[src/rtl/fp_add_pipe.sv]
// Three-stage pipelined binary32 adder (align / add / normalize-round) with
// special-result passthrough and a single global stall driven by the output handshake.
module fp_add_pipe #(
    parameter int EW = 8,
    parameter int MW = 23
) (
    input  logic          clk,
    input  logic          rst,
    input  logic          in_valid,
    output logic          in_ready,
    input  logic [EW+MW:0] NA,
    input  logic [EW+MW:0] NB,
    input  logic          EN,
    input  logic [EW+MW:0] S,
    output logic          out_valid,
    input  logic          out_ready,
    output logic [EW+MW:0] SUM,
    output logic          OVF
);
    localparam int W  = 1 + EW + MW;
    localparam int SW = MW + 1;   // significand incl. hidden bit
    localparam int XW = SW + 3;   // plus guard, round, sticky
    localparam int AW = XW + 1;   // plus carry
    localparam int XE = EW + 2;   // headroom for carry and rounding increments

    function automatic logic [XW-1:0] align_small(input logic [SW-1:0] sig, input logic [EW-1:0] d);
        logic [XW-1:0] ext;
        logic [XW-1:0] shifted;
        logic [XW-1:0] lost_mask;
        logic          sticky;
        ext       = {sig, 3'b000};
        lost_mask = '0;
        if (d >= EW'(XW)) begin
            shifted = '0;
            sticky  = |sig;
        end else begin
            shifted   = ext >> d;
            lost_mask = (XW'(1) << d) - XW'(1);
            sticky    = |(ext & lost_mask);
        end
        return {shifted[XW-1:1], shifted[0] | sticky};
    endfunction

    // Returns {overflow, packed result}.
    function automatic logic [W:0] norm_round(input logic [AW-1:0] sum, input logic [EW-1:0] e,
                                              input logic sign, input logic sub);
        logic [XW-1:0] m;
        logic [XE-1:0] ex;
        logic [XE-1:0] lz;
        logic [XE-1:0] sh;
        logic [SW:0]   rnd;
        logic          up;
        logic          rs;
        lz = XE'(XW);
        for (int i = 0; i < XW; i++)
            if (sum[i]) lz = XE'(XW - 1 - i);
        sh = '0;
        if (sum[AW-1]) begin
            m  = {sum[AW-1:2], sum[1] | sum[0]};
            ex = XE'(e) + XE'(1);
        end else begin
            // Never normalize below the minimum exponent; what remains is subnormal.
            sh = (lz < XE'(e) - XE'(1)) ? lz : XE'(e) - XE'(1);
            m  = sum[XW-1:0] << sh;
            ex = XE'(e) - sh;
        end
        if (!m[XW-1]) ex = '0;
        up  = m[2] & (m[1] | m[0] | m[3]);
        rnd = {1'b0, m[XW-1:3]} + (SW+1)'(up);
        if (rnd[SW])
            ex = ex + XE'(1);
        else if (ex == '0 && rnd[SW-1])
            ex = XE'(1);
        rs = (sub && sum == '0) ? 1'b0 : sign;
        if (ex >= XE'((1 << EW) - 1))
            return {1'b1, rs, {EW{1'b1}}, {MW{1'b0}}};
        return {1'b0, rs, ex[EW-1:0], rnd[MW-1:0]};
    endfunction

    logic adv;
    assign adv      = !out_valid | out_ready;
    assign in_ready = adv;

    logic                a_big;
    logic [EW+MW-1:0]    mag_big, mag_small;
    logic [EW-1:0]       e_big, e_small, d;
    logic [SW-1:0]       sig_big, sig_small;

    always_comb begin
        a_big     = NA[EW+MW-1:0] >= NB[EW+MW-1:0];
        mag_big   = a_big ? NA[EW+MW-1:0] : NB[EW+MW-1:0];
        mag_small = a_big ? NB[EW+MW-1:0] : NA[EW+MW-1:0];
        e_big     = (mag_big[EW+MW-1:MW] == '0) ? EW'(1) : mag_big[EW+MW-1:MW];
        e_small   = (mag_small[EW+MW-1:MW] == '0) ? EW'(1) : mag_small[EW+MW-1:MW];
        sig_big   = {mag_big[EW+MW-1:MW] != '0, mag_big[MW-1:0]};
        sig_small = {mag_small[EW+MW-1:MW] != '0, mag_small[MW-1:0]};
        d         = e_big - e_small;
    end

    logic [XW-1:0] big_p1, small_p1;
    logic [EW-1:0] exp_p1, exp_p2;
    logic          sign_p1, sub_p1, en_p1, sign_p2, sub_p2, en_p2;
    logic [W-1:0]  s_p1, s_p2;
    logic [AW-1:0] sum_p2;
    logic          vld_p1, vld_p2;
    logic [W:0]    res;

    // Stage 1: align the smaller operand
    always_ff @(posedge clk) begin
        if (adv) begin
            big_p1   <= {sig_big, 3'b000};
            small_p1 <= align_small(sig_small, d);
            exp_p1   <= e_big;
            sign_p1  <= a_big ? NA[W-1] : NB[W-1];
            sub_p1   <= NA[W-1] ^ NB[W-1];
            en_p1    <= EN;
            s_p1     <= S;
        end
    end

    // Stage 2: magnitude add or subtract
    always_ff @(posedge clk) begin
        if (adv) begin
            sum_p2  <= sub_p1 ? ({1'b0, big_p1} - {1'b0, small_p1})
                              : ({1'b0, big_p1} + {1'b0, small_p1});
            exp_p2  <= exp_p1;
            sign_p2 <= sign_p1;
            sub_p2  <= sub_p1;
            en_p2   <= en_p1;
            s_p2    <= s_p1;
        end
    end

    // Stage 3: normalize, round, pack
    assign res = norm_round(sum_p2, exp_p2, sign_p2, sub_p2);

    always_ff @(posedge clk or posedge rst) begin
        if (rst) begin
            vld_p1    <= 1'b0;
            vld_p2    <= 1'b0;
            out_valid <= 1'b0;
            SUM       <= '0;
            OVF       <= 1'b0;
        end else if (adv) begin
            vld_p1    <= in_valid;
            vld_p2    <= vld_p1;
            out_valid <= vld_p2;
            SUM       <= en_p2 ? res[W-1:0] : s_p2;
            OVF       <= en_p2 & res[W];
        end
    end
endmodule

[config.mk]
export PLATFORM = sky130hd
export DESIGN_NAME = fp_add_pipe
export DESIGN_NICKNAME = d
export VERILOG_FILES = /design/src/rtl/fp_add_pipe.sv
export SDC_FILE = /design/constraint.sdc
export NUM_CORES = 1
export LEC_CHECK = 0
export CAP_MARGIN = 20
export CORE_ASPECT_RATIO = 1.2
export CORE_MARGIN = 1
export CORE_UTILIZATION = 55
export DETAILED_ROUTE_END_ITERATION = 8
export DONT_BUFFER_PORTS = 1
export HOLD_SLACK_MARGIN = 0.02
export PLACE_DENSITY = 0.8
export RECOVER_POWER = 100
export SYNTH_ARGS = -nofsm -noshare
export SYNTH_HDL_FRONTEND = slang
export SYNTH_SLANG_ARGS = --single-unit
[constraint.sdc]
create_clock -name clk -period 15.7 [get_ports clk]
set_input_delay 3.14 -clock clk [delete_from_list [all_inputs] [get_ports clk]]
set_output_delay 3.14 -clock clk [all_outputs]
set_load 0.01 [all_outputs]
==> impl_metrics.tcl <==
set metrics [dict create \
    netlist_instances 1810 \
    cts_root_buffer "clkbuf_16" \
    rsz0062_at_grt "false" \
    slew_headroom -1.41 \
    synth_compound_area_frac 0.233 \
    cp-start-kind "register" \
    tightest_slew_ps 3580 \
    core_area_sq_um 29900 \
    comb_power_share 0.587 \
    worstPathRequired_ps 15930 \
    io_pins 136 \
    synth_mux_area_frac 0.0776 \
    grt_max_degree 73 \
    outcome "finished, violations left" \
    synth_top_family_by_area "compound AO/OA/AOI/OAI gates" \
    synth-main-ff-cell "edfxtp_1" \
    syn_nets 2015 \
    synthAdderAreaFrac 0.0788 \
    timing.final.ws_setup_ps 3230 \
    grt_overflow 0 \
    min_period_over_period 0.794 \
    worstRegToRegCells 25 \
    fin_setup_tns_ps 0 \
    setup_viol 0 \
    pre_cts_ws_ps 4750 \
    hp-class "register to register" \
    clock_sinks 201 \
    clk_pin_slew_ps 60 \
    cts.path.max_buffers 3 \
    groute.usage.overall 0.334 \
    skew_ps 14.2 \
    power_w 0.00364 \
    max_freq_mhz 80.2 \
    finalCriticalPeriod_ps 12470 \
    die_h_um 193 \
    fp-row-count 69 \
    drtPass1Iterations 6 \
    drive_gt1_frac 0.0860 \
    violations "capacitance limit, slew limit" \
    utilization 0.590 \
    slew_viol_final 473 \
    antenna_found_initial 0 \
    final_cell_mix "nand2_1, edfxtp_1, a21oi_1" \
    cts_tree "yes" \
    path_class "register to register" \
    dpl.cell_count 2129 \
    synth-seq-cells 201 \
    netlist_area_sq_um 16800 \
    grt_pass1_vias 14600 \
    cts_inserted_buffers 21 \
    critPathCaptureType "register" \
    power_frac_seq 0.282 \
    clk_latency_ps 510 \
    vias 14900 \
    routed_wl_um 52800 \
    seq_area_sq_um 5860 \
    yosysSeqAreaShare 0.348 \
    crit_path_max_fanout 25 \
    min_path_cells 0 \
    portBuffers 0 \
    multiInputGateArea_sq_um 10000 \
    synth_xor_area_frac 0.0349 \
    synth_edf_count 165 \
    fin_cells 2169 \
    synthArstFlopShare 0.179 \
    place_congestion 0.980 \
    synth_cell_type_count 109 \
    arrival_ps 12700 \
    synthSimpleGateAreaFrac 0.173 \
    areaGrowthSynthToFinish_pct 4.95 \
    mostFrequentLayoutCell "nand2_1" \
    grt_first_pass_wirelength_um 80900 \
    drtIter0Drc 1474 \
    switching_share 0.497 \
    htreeDepth 1 \
    r2r_slack_ps 3230 \
    hold_viol_final 0 \
    leakage_nw 6.91 \
    cap_violations 10 \
    yosys_warnings 0 \
    initial_core_util 0.563 \
    synth.avg_cell_area_sq_um 9.28 \
    power.density_nw_per_um2 206 \
    detail_route.wl_per_cell_um 24.3 \
    dp_hpwl_um 40000 \
    drc 0 \
    post_cts_buffers 0 \
    final_antenna_net_count 0 \
    nFillCells 2567 \
    pwr-share-clk 0.132 \
    peakVddDrop_uv 124 \
    die_area_sq_um 31300 \
    die_w_um 162 \
    p_switching_w 0.00181 \
    intPower_w 0.00183 \
    n_antenna_cell 0 \
    hold_buffers 0 \
    fin_nets 1969 \
    post_cts_resize_count 0 \
    via_per_inst 6.86 \
]
-- synthesized netlist by cell type (all sizes together), types with 15 or more instances --
library cell	count	area [sq um]
a211oi	41	330
nand4	23	163
o21a	18	135
a21o	25	188
nor3	48	245
ha	101	1260
buf	31	208
nand2	175	662
o21ai	122	626
o22ai	20	131
o211ai	25	201
xnor2	41	359
or3	15	93.8
and3	46	288
nor4	32	206
xor2	26	228
nor2	116	445
mux2i	59	594
nor2b	15	93.8
nand3	40	210
o31ai	31	313
edfxtp	165	4950
clkbuf	61	229
mux4	26	586
inv	123	464
a21oi	124	651
dfrtp	36	901
-- layout make-up --
class | instances | share of cell area
clock buffers | 25 | 0.0312
flip-flops and latches | 201 | 0.332
multi-input cells | 1393 | 0.569
inverters | 124 | 0.0266
well taps | 390 | 0.0277
repair buffers | 23 | 0.00773
clock inverters | 13 | 0.00589
-- path summary, 6_finish.rpt --
check	start	to
worst max-delay path	sum_p2[25]	SUM[1]
worst min-delay path	s_p1[20]	s_p2[20]
worst max register to register	sum_p2[25]	SUM[1]
worst min register to register	s_p1[20]	s_p2[20]
max in group asynchronous	rst	SUM[28]
min in group asynchronous	rst	SUM[8]
-- cells by family after synthesis --
family	count (synthesis)
muxes	96
AOI/OAI and AO/OA	554
DFF	201
buffers and inverters	216
xor gates and xnor gates	67
and+or+nand+nor	572
adders and majority gates	104
-- per-stage QoR --
step / area, sq um / hold slack (ps)
2_1_floorplan: 16800 / 400
3_3_place_gp: 17000 / 402
3_5_place_dp: 17000 / 405
4_1_cts: 17700 / 412
5_1_grt: 17600 / 420
6_report: 17600 / 415
-- routing by layer --
layer / up-vias / routed length, um / part of all wire / track usage
li1: 6782 / - / - / -
met1: 7097 / 18900 / 0.36 / 0.374
met2: 779 / 26700 / 0.51 / 0.595
met3: 218 / 3560 / 0.067 / 0.0435
met4: 0 / 3630 / 0.069 / 0.207
met5: - / 0 / 0 / 0
-- power groups by stage --
stage | Sequential (W) | Combinational (W) | Clock, W
floorplan | 0.000921 | 0.00159 | 0
global placement | 0.00101 | 0.00205 | 0
detailed placement | 0.00102 | 0.00206 | 0
CTS | 0.00101 | 0.00207 | 0.000481
global route | 0.00104 | 0.00229 | 0.000501
finish | 0.00102 | 0.00213 | 0.000479
-- registers in the layout, indices dropped and copies added (netlist names), 8 cells and up --
name,cells
SUM,32
s_p1,32
s_p2,32
sum_p2,28
small_p1,27
big_p1,24
exp_p1,8
exp_p2,8
-- critical path: stages, from the launching register on --
cell       delay [ps]
edfxtp_1          570
nor4_1            640
nand2_1           180
nor3_1            480
ha_1              340
and3_1            220
a221o_1           480
nand2_1           100
a21oi_1           100
a21o_1            290
nor2_1           1470
inv_1             980
ha_1              600
nor2b_1           140
o21ai_0           140
nand2b_1          110
xnor2_1           140
o21ai_0           640
nand2_1           270
or3_1             430
nor2_1            130
nand3_1           120
mux2i_1           370
nand4bb_4         130
o21ai_0          2660
o21ai_0           430
(Power assumes the default switching activity.)
